### config.mk
export PLATFORM = sky130hd
export DESIGN_NAME = prim_alert_receiver_sync
export DESIGN_NICKNAME = d
export VERILOG_FILES = /design/src/rtl/prim_alert_pkg.sv /design/src/rtl/prim_buf.sv /design/src/rtl/prim_diff_decode_sync.sv /design/src/rtl/prim_alert_receiver_sync.sv
export SDC_FILE = /design/constraint.sdc
export NUM_CORES = 1
export LEC_CHECK = 0
export CAP_MARGIN = 20
export CORE_AREA = 2 2 39 41
export CTS_BUF_LIST = sky130_fd_sc_hd__clkbuf_8 sky130_fd_sc_hd__clkbuf_16
export DETAILED_ROUTE_END_ITERATION = 10
export DIE_AREA = 0 0 41 43
export PLACE_DENSITY = 0.71
export RECOVER_POWER = 50
export SETUP_SLACK_MARGIN = 0.15
export SYNTH_ARGS = -nofsm -noshare
export SYNTH_HDL_FRONTEND = slang
export SYNTH_SLANG_ARGS = --single-unit
### constraint.sdc
create_clock -name clk_i -period 1.6 [get_ports clk_i]
set_input_delay 0.24 -clock clk_i [delete_from_list [all_inputs] [get_ports clk_i]]
set_output_delay 0.24 -clock clk_i [all_outputs]
set_load 0.03 [all_outputs]
### src/rtl/prim_alert_pkg.sv
// Shared types for the differential alert protocol: the sender/receiver wire
// bundles, their idle values, and the receiver handshake states.
package prim_alert_pkg;

   typedef struct packed {
      logic alert_p;
      logic alert_n;
   } alert_tx_t;

   typedef struct packed {
      logic ping_p;
      logic ping_n;
      logic ack_p;
      logic ack_n;
   } alert_rx_t;

   localparam alert_rx_t AlertRxReset = '{ping_p: 1'b0, ping_n: 1'b1, ack_p: 1'b0, ack_n: 1'b1};

   typedef enum logic [1:0] {
      Idle      = 2'd0,
      HsAckWait = 2'd1,
      Pause0    = 2'd2,
      Pause1    = 2'd3
   } rx_state_e;

endpackage

### src/rtl/prim_buf.sv
// Single-bit buffer cell; gives each outgoing rx line a distinct, keepable driver.
module prim_buf (
   input  logic in_i,
   output logic out_o
);

   assign out_o = in_i;

endmodule

### src/rtl/prim_diff_decode_sync.sv
// Decodes a differential pair into a registered level and a signal-integrity
// flag, optionally behind a two-flop synchronizer.
module prim_diff_decode_sync #(
   parameter bit AsyncOn = 1'b0
) (
   input  logic clk_i,
   input  logic rst_ni,
   input  logic diff_pi,
   input  logic diff_ni,
   output logic level_o,
   output logic sigint_o
);

   logic p_s, n_s;
   logic level_q, sigint_q;

   if (AsyncOn) begin : gen_sync
      logic [1:0] p_sync_q, n_sync_q;

      // Synchronizer resets to the idle pair (p=0, n=1) so no false sigint leaks out.
      always_ff @(posedge clk_i) begin
         if (!rst_ni) begin
            p_sync_q <= 2'b00;
            n_sync_q <= 2'b11;
         end else begin
            p_sync_q <= {p_sync_q[0], diff_pi};
            n_sync_q <= {n_sync_q[0], diff_ni};
         end
      end

      assign p_s = p_sync_q[1];
      assign n_s = n_sync_q[1];
   end else begin : gen_no_sync
      assign p_s = diff_pi;
      assign n_s = diff_ni;
   end

   // NOTE: state is updated with non-blocking assignments so every flop samples
   // the pre-edge values, independent of statement order.
   always_ff @(posedge clk_i) begin
      if (!rst_ni) begin
         level_q  <= 1'b0;
         sigint_q <= 1'b0;
      end else begin
         level_q  <= p_s;
         sigint_q <= (p_s == n_s);
      end
   end

   assign level_o  = level_q;
   assign sigint_o = sigint_q;

endmodule

### src/rtl/prim_alert_receiver_sync.sv
// Receiver side of the differential alert handshake: acknowledges alerts,
// issues in-band pings and flags integrity errors on the alert pair.
module prim_alert_receiver_sync
   import prim_alert_pkg::*;
#(
   parameter bit AsyncOn = 1'b0
) (
   input  logic      clk_i,
   input  logic      rst_ni,
   input  logic      ping_req_i,
   output logic      ping_ok_o,
   output logic      alert_o,
   output logic      integ_fail_o,
   output alert_rx_t alert_rx_o,
   input  alert_tx_t alert_tx_i
);

   logic level, sigint;

   prim_diff_decode_sync #(
      .AsyncOn(AsyncOn)
   ) u_decode (
      .clk_i   (clk_i),
      .rst_ni  (rst_ni),
      .diff_pi (alert_tx_i.alert_p),
      .diff_ni (alert_tx_i.alert_n),
      .level_o (level),
      .sigint_o(sigint)
   );

   rx_state_e state_q, state_d;
   logic ack_p_q, ack_p_d, ack_n_q;
   logic ping_p_q, ping_p_d, ping_n_q;
   logic ping_pending_q, ping_pending_d;
   logic alert_q, alert_d, ping_ok_q, ping_ok_d, integ_fail_q;
   logic ping_toggle;

   assign ping_toggle = ping_req_i & ~ping_pending_q;
   assign ping_p_d    = ping_p_q ^ ping_toggle;

   // NOTE: every variable gets a default before the case so no path leaves
   // one unassigned, which would otherwise infer a latch.
   always_comb begin
      state_d        = state_q;
      ack_p_d        = ack_p_q;
      alert_d        = 1'b0;
      ping_ok_d      = 1'b0;
      ping_pending_d = ping_pending_q | ping_toggle;

      case (state_q)
         Idle: begin
            if (level) begin
               state_d = HsAckWait;
               ack_p_d = 1'b1;
               // A pending ping claims the handshake; a same-edge request is seen next time.
               if (ping_pending_q) begin
                  ping_ok_d      = 1'b1;
                  ping_pending_d = 1'b0;
               end else begin
                  alert_d = 1'b1;
               end
            end
         end
         HsAckWait: begin
            if (!level) begin
               state_d = Pause0;
               ack_p_d = 1'b0;
            end
         end
         Pause0: begin
            state_d = Pause1;
            ack_p_d = 1'b0;
         end
         Pause1: begin
            state_d = Idle;
            ack_p_d = 1'b0;
         end
         default: begin
            state_d = Idle;
            ack_p_d = 1'b0;
         end
      endcase

      if (sigint) begin
         state_d        = Idle;
         ack_p_d        = 1'b0;
         ping_pending_d = 1'b0;
         alert_d        = 1'b0;
         ping_ok_d      = 1'b0;
      end
   end

   always_ff @(posedge clk_i) begin
      if (!rst_ni) begin
         state_q        <= Idle;
         ack_p_q        <= AlertRxReset.ack_p;
         ack_n_q        <= AlertRxReset.ack_n;
         ping_p_q       <= AlertRxReset.ping_p;
         ping_n_q       <= AlertRxReset.ping_n;
         ping_pending_q <= 1'b0;
         alert_q        <= 1'b0;
         ping_ok_q      <= 1'b0;
         integ_fail_q   <= 1'b0;
      end else begin
         state_q        <= state_d;
         ack_p_q        <= ack_p_d;
         ack_n_q        <= ~ack_p_d;
         ping_p_q       <= ping_p_d;
         ping_n_q       <= ~ping_p_d;
         ping_pending_q <= ping_pending_d;
         alert_q        <= alert_d;
         ping_ok_q      <= ping_ok_d;
         integ_fail_q   <= sigint;
      end
   end

   logic ping_p_buf, ping_n_buf, ack_p_buf, ack_n_buf;

   prim_buf u_buf_ping_p (.in_i(ping_p_q), .out_o(ping_p_buf));
   prim_buf u_buf_ping_n (.in_i(ping_n_q), .out_o(ping_n_buf));
   prim_buf u_buf_ack_p  (.in_i(ack_p_q),  .out_o(ack_p_buf));
   prim_buf u_buf_ack_n  (.in_i(ack_n_q),  .out_o(ack_n_buf));

   assign alert_rx_o   = '{ping_p: ping_p_buf, ping_n: ping_n_buf, ack_p: ack_p_buf, ack_n: ack_n_buf};
   assign alert_o      = alert_q;
   assign ping_ok_o    = ping_ok_q;
   assign integ_fail_o = integ_fail_q;

endmodule

=== After elaboration in Yosys (flattened, before gate mapping) ===
Index checks and enable logic that the tools add are counted.

* Bits in registers: 12

* Equality and inequality tests: 6
* Bitwise logic cells: 9
* Reductions and logical operators: 5
* Muxes and demuxes: 12

{| class="wikitable"
|+ Operator list
! kind !! count
|-
| 2-to-1 mux 1 bit || 8
|-
| case mux 2 bit (4 select lines) || 1
|-
| NOT 1 bit || 6
|-
| == test 2 bit (second input constant) || 2
|-
| 2-to-1 mux 2 bit || 2
|-
| OR reduction 2 bit || 2
|-
| OR reduction 4 bit || 1
|-
| case mux 1 bit (3 select lines) || 1
|-
| == test 2 x 1 -> 1 bit (second input constant) || 1
|-
| logical NOT 2 bit || 1
|-
| inequality test 2 x 1 -> 1 bit (second input constant) || 1
|-
| inequality test 2 bit (second input constant) || 1
|-
| AND reduction 2 bit || 1
|-
| bitwise AND 1 bit || 1
|-
| == test 1 bit || 1
|-
| bitwise OR 1 bit || 1
|-
| bitwise XOR 1 bit || 1
|}

=== Longest topological paths before layout ===
Gate-level depths: netlist of run 1.

* Depth in word-level cells: 6
* Depth in mapped cells: 5

=== Hierarchy ===
A second synthesis of run 1 with hierarchy kept.

* Cell total of the unflattened synthesis: 51
* Area, all modules: 514.2 um^2

{| class="wikitable"
|+ By module, submodules not included
! module !! times used !! area each (um^2) !! sequential area each (um^2) !! cells each
|-
| prim_alert_receiver_sync || 1 || 421.7 || 200.2 || 42
|-
| prim_diff_decode_sync || 1 || 62.6 || 40.0 || 5
|-
| prim_buf || 4 || 7.5 || 0.0 || 1
|}

=== Least setup slack after synthesis of run 1 ===
No wires, ideal clock.

* Kind: register -> register
* Start point: register state_q[0]
* End point: register state_q[1]
* Setup time: 0.120 ns
* Arrival time: 1.079 ns
* Setup slack: 0.401 ns
* Clock period less this slack: 1.199 ns
* Required time: 1.480 ns
* Cell stages (with the launch flop): 6
* Path through: dfxtp_1 inv_1 ha_1 mux2i_1 mux2i_1 nor2_1

* Cells in the longest elaborated chain, start to end: 3
* Elaborated cells on any way between the ends: 8
* Those cells by class: 5 x eq/ne; 1 x mux; 2 x reduce/logical

{| class="wikitable"
|+ RTL lines
! element !! line !! source
|-
| start, declared || prim_alert_receiver_sync.sv:31 || <nowiki>rx_state_e state_q, state_d;</nowiki>
|-
| start signal, assigned || prim_alert_receiver_sync.sv:95 || <nowiki>state_q <= Idle;</nowiki>
|-
| start signal, assigned || prim_alert_receiver_sync.sv:105 || <nowiki>state_q <= state_d;</nowiki>
|-
| == test 2 x 1 -> 1 bit or logical NOT 2 bit (tied branches) || prim_alert_receiver_sync.sv:50 || <nowiki>case (state_q)</nowiki>
|-
| inequality test 2 bit (no line) or inequality test 2 x 1 -> 1 bit (tied branches) || n/a ||
|-
| AND reduction 2 bit (no line) || n/a ||
|}

Parallel ways exist; a longest one is shown, timed or not.
A chain may end at the register's enable or synchronous reset.

=== Worst setup path after layout of run 1 ===
Ends and elaborated chain as after synthesis.

==> results.cfg, run 1 <==
[status]
status = finished clean

[critical_path]
worstPathRequired_ps = 1720
crit_fanout = 3
crit_chain = inv_1 -> ha_1 -> mux2i_1 -> mux2i_1 -> nor2_1
end_kind = register
critPathMostFrequentCell = mux2i_1
slowest_stage = dfxtp_1
critPathKind = reg -> reg
worst_setup_path_start_kind = register
cpPeakStageDelay_ps = 340
path_delay_family = multiplexers
cp_data_arrival_time_ps = 1450
cp_num_buf_inv = 1

[drt]
drc_errors = 0
antenna_left = 0
drt_iter0_markers = 2
wl_per_cell_microns = 8.781
drt_wl_total_microns = 641
vias_per_cell = 4.274
drt_first_pass_iters = 3
num_vias = 312

[die]
num_io_pins = 12
dieArea_sq_um = 1763
start_util_pct = 34.63
dieHeight_microns = 43
die_w_microns = 41
core-area_sq_um = 1384
rows = 14

[sta]
setup_tns_ps = 0
max_freq_mhz = 751.8
fin_hold_ws_ps = 454.6
min_period_ps = 1330
timing.final.crit_share_pct = 83.13
setup_slack_ps = 269.9
worst_slew_pin_slew_ps = 374.9
final-hold-violation-count = 0
worst_clock_skew_ps = 0.7887
setup_violations = 0
max_slew_margin_pct = 75.12
drv_slew = 0
rsz0062_at_grt = no

[placed_design]
dp_hpwl_microns = 474.4
io_buffers = 11
post-place-cells = 70
dp_slack_ps = 266.8
gp_congestion = 0.7514

[logic_synthesis]
synth_commonest_cells = dfxtp_1 (12), buf_4 (4), ha_1 (4), inv_1 (4), nor2_1 (4)
ys_seq_area_share_pct = 50.13
synth_edf_count = 0
synthCells = 47
yosysUniqueCellTypes = 17
synth_top_cells_by_area = dfxtp_1 (50%), ha_1 (10%), buf_4 (6.3%), mux2i_1 (4.2%), and2_1 (3.9%)
synth.avg_cell_area_sq_um = 10.20
syn_nets = 56
yosys.cell_count.top_type = dfxtp_1
ys_warn_count = 0
synth_seq_cells = 12
synth_top_area_share_pct = 50.13
synth_top_flop_cell = dfxtp_1
syn-cell-area_sq_um = 479.2
synth_top_area_cell = dfxtp_1
async_reset_ff_share_pct = 0

[final_layout]
syn2layout_area_growth_pct = 27.94
drive_gt1_share_pct = 5.263
nNetsFinal = 68
stdcell_count = 73
diodes = 0

[clocking]
clk_path_buf_depth = 2
clkLatencyLatePin_ps = 230
cts_tree = built
h-tree-depth = 1
path_clk_slew_ps = 50
cts-buffers-inserted = 3
cts_hold_buf = 0
root_buffer = clkbuf_8
cts_sinks = 12

[global_routing]
antenna_found_initial = 0
grt_pass1_wl_microns = 979
gr-usage-all-layers_pct = 8.451
grt_max_degree = 7
grt_pass1_vias = 251
grt_overflow_total = 0

[power_and_ir_drop]
leakagePower_nw = 0.2895
ir_drop_v = 0.0006859
p_per_area_nw_per_um2 = 1200
total_power_mw = 0.7354

[hold_path]
hold_path.class = reg -> reg

[job]
maxCapViolations = 0
==> worst register-to-register path, cell delays in order, from the launching register on <==
cell	delay (ps)
dfxtp_1	340
inv_1	80
ha_1	230
mux2i_1	270
mux2i_1	230
nor2_1	50
==> area by class of cell <==
| class | instances | area (sq um) |
|---|---|---|
| repair buffers | 11 | 102.6 |
| well taps | 16 | 20.02 |
| clock buffers | 3 | 41.29 |
| inverters | 4 | 15.01 |
| fillers | 133 | 770.7 |
| flip-flops and latches | 12 | 240.2 |
| multi-input cells | 27 | 193.9 |
==> layout by cell type, fill, tap and decap left out, types with 2 or more instances in the layout <==
| cell | instances |
|---|---|
| and2_1 | 2 |
| clkbuf_1 | 2 |
| clkbuf_8 | 3 |
| clkdlybuf4s50_1 | 2 |
| dfxtp_1 | 12 |
| dlygate4sd2_1 | 2 |
| dlygate4sd3_1 | 2 |
| dlymetal6s2s_1 | 3 |
| ha_1 | 4 |
| inv_1 | 4 |
| mux2i_1 | 2 |
| nand2b_1 | 2 |
| nor2_1 | 4 |
| nor2b_1 | 2 |
| nor3_1 | 2 |
| xnor2_1 | 2 |
==> per-stage QoR <==
stage	area, sq um	utilization, %
global placement	579.3	41.86
floorplan	479.2	-
detailed placement	579.3	41.86
finish	613.1	44.30
CTS	618.1	44.67
global route	613.1	44.30
==> path summary, 6_finish.rpt <==
check	slack (ps)	cells after the start	start	endpoint
worst min register to register	450	1	u_decode.sigint_o	integ_fail_o
worst min-delay path	450	1	u_decode.sigint_o	integ_fail_o
worst max-delay path	270	5	state_q[0]	state_q[1]
worst max register to register	270	5	state_q[0]	state_q[1]
==> sequential cells by signal (all words and copies together) (netlist names) <==
name / flops
ack_n_q: 1
state_q: 2
integ_fail_o: 1
alert_o: 1
ping_n_q: 1
u_decode.sigint_o: 1
ping_pending_q: 1
ping_ok_o: 1
ack_p_q: 1
u_decode.level_o: 1
ping_p_q: 1
==> routing by layer <==
layer | up-vias | share of wire [%] | track usage, %
met3 | 0 | 5.9 | 4.712
met2 | 8 | 45 | 10.63
met1 | 136 | 49 | 11.33
met5 | - | 0 | 0
met4 | 0 | 0 | 4.000
li1 | 168 | - | -
==> cell families after synthesis <==
logic type	count (synthesis)	share of synthesized area, %
compound gates	4	6.006
buf+inv	8	9.399
flops	12	50.13
fa+ha+maj	4	10.44
simple gates	15	16.18
mux	2	4.178
xor+xnor	2	3.656
==> timing repair <==
action | in CTS | in global routing
setup buffers | 0 | 0
endpoints found under the hold margin | 0 | 0
cloned | 0 | 0
gates resized for setup | 2 | 5
endpoints found under the setup margin | 2 | 5
==> report_power, final <==
group / switching (mW) / leakage [nW] / internal [mW] / total [mW]
sequential: 0.0141 / 0.0988 / 0.325 / 0.339
combinational: 0.0776 / 0.169 / 0.0576 / 0.135
clock: 0.0962 / 0.0216 / 0.165 / 0.261
total: 0.188 / 0.289 / 0.548 / 0.735
Note: power is estimated with default switching activity, not from simulation.
==> run 2, diff against run 1 <==
--- a/config.mk
+++ b/config.mk
@@ -10,7 +10,7 @@
 export CTS_BUF_LIST = sky130_fd_sc_hd__clkbuf_8 sky130_fd_sc_hd__clkbuf_16
 export DETAILED_ROUTE_END_ITERATION = 10
 export DIE_AREA = 0 0 41 43
-export PLACE_DENSITY = 0.71
+export PLACE_DENSITY = 0.73
 export RECOVER_POWER = 50
 export SETUP_SLACK_MARGIN = 0.15
 export SYNTH_ARGS = -nofsm -noshare
==> constraint.sdc (replaced) <==
create_clock -name clk_i -period 1.1 [get_ports clk_i]
set_input_delay 0.165 -clock clk_i [delete_from_list [all_inputs] [get_ports clk_i]]
set_output_delay 0.165 -clock clk_i [all_outputs]
set_load 0.03 [all_outputs]
==> results.cfg, run 2 (synthesis results as in run 1) <==
[sta]
setup_violations = 1
rsz0062_at_grt = yes
max_slew_margin_pct = 76.20
timing.final.crit_share_pct = 100.6
setup_tns_ps = -6.394
final-hold-violation-count = 0
worst_clock_skew_ps = 0.8977
worst_slew_pin_slew_ps = 358.5
min_period_ps = 1106
max_freq_mhz = 903.8
drv_slew = 0
fin_hold_ws_ps = 450.9
setup_slack_ps = -6.394

[power_and_ir_drop]
total_power_mw = 1.205
p_per_area_nw_per_um2 = 1698
ir_drop_v = 0.0006254
leakagePower_nw = 0.2978

[placed_design]
dp_hpwl_microns = 574.5
post-place-cells = 77
gp_congestion = 0.7209
dpl-instance-area_sq_um = 654.4
io_buffers = 11
dp_slack_ps = -59.58

[die]
die_w_microns = 41
start_util_pct = 34.63
dieArea_sq_um = 1763
core-area_sq_um = 1384
dieHeight_microns = 43
rows = 14
num_io_pins = 12

[global_routing]
gr-usage-all-layers_pct = 10.67
grt_overflow_total = 0
grt_pass1_vias = 302
grt_max_degree = 7
grt_pass1_wl_mm = 1.228
antenna_found_initial = 0

[drt]
dr_wl_met2_microns = 416
highest_layer = met3
drt_wl_total_microns = 781
drt_iter0_markers = 5
antenna_left = 0
wl_per_cell_microns = 9.642
dr_wl_met3_microns = 21
drc_errors = 0
drt_first_pass_iters = 4
wirelength_met1_microns = 342
num_vias = 347
vias_per_cell = 4.284

[final_layout]
diodes = 0
largest_register_ffs = 2
top_register = state_q
final_cell_area_sq_um = 709.4
final_common_cell = dfxtp_1
stdcell_count = 81
nNetsFinal = 76
drive_gt1_share_pct = 38.46
mostFrequentLayoutCells = dfxtp_1 (10), buf_4 (8), nor2_1 (4), clkdlybuf4s50_1 (4), clkbuf_2 (4)
syn2layout_area_growth_pct = 48.04
utilization_pct = 51.27

[clocking]
cts_sinks = 12
h-tree-depth = 1
root_buffer = clkbuf_8
cts_hold_buf = 0
path_clk_slew_ps = 50
cts-buffers-inserted = 3
clk_path_buf_depth = 2
clkLatencyLatePin_ps = 230
cts_tree = built

[critical_path]
crit_chain = inv_4 -> ha_4 -> mux2i_4 -> mux2i_1 -> nor2_1
crit_fanout = 3
cp_data_arrival_time_ps = 1230
path_delay_family = flip-flops
end_kind = register
cp_num_buf_inv = 1
r2r_setup_slack_ps = -6
worst_setup_path_start_kind = register
worst-r2r-cell-count = 5
cpPeakStageDelay_ps = 380
critPathKind = reg -> reg
slowest_stage = dfxtp_4
cp.depth = 5
worstPathRequired_ps = 1230

[status]
violations = negative setup slack
status = finished, violations left

[hold_path]
hold_path.class = reg -> reg
hold_depth = 1

[job]
maxCapViolations = 0
==> run 2: layout make-up <==
cell class / count / area [sq um]
repair buffers: 19 / 138.9
fillers: 131 / 674.4
well taps: 16 / 20.02
flip-flops and latches: 12 / 245.2
inverters: 4 / 20.02
multi-input cells: 27 / 244.0
clock buffers: 3 / 41.29
==> run 2: final timing paths <==
| kind | start | end |
|---|---|---|
| setup / recovery | state_q[0] | state_q[1] |
| hold / removal | u_decode.sigint_o | integ_fail_o |
| setup reg to reg | state_q[0] | state_q[1] |
| hold reg to reg | u_decode.sigint_o | integ_fail_o |
==> run 2: report_power, final <==
| part | leakage [nW] | switching (mW) | internal (mW) |
|---|---|---|---|
| registers | 0.100 | 0.0314 | 0.476 |
| logic | 0.176 | 0.145 | 0.167 |
| clock network | 0.0216 | 0.145 | 0.240 |
| total | 0.298 | 0.321 | 0.883 |
==> run 2: routing by layer <==
| layer | global-route usage [%] | vias to the layer above |
|---|---|---|
| met1 | 13.31 | 160 |
| met4 | 8.000 | 0 |
| met3 | 3.141 | 0 |
| li1 | - | 182 |
| met2 | 14.69 | 5 |
| met5 | 0 | - |
==> run 2: repair_timing <==
| action | 4_1_cts | 5_1_grt |
|---|---|---|
| gates cloned | 0 | 0 |
| pin swaps | 3 | 2 |
| setup endpoints to repair | 7 | 7 |
| setup buffers | 0 | 1 |
| gates resized for setup | 4 | 4 |
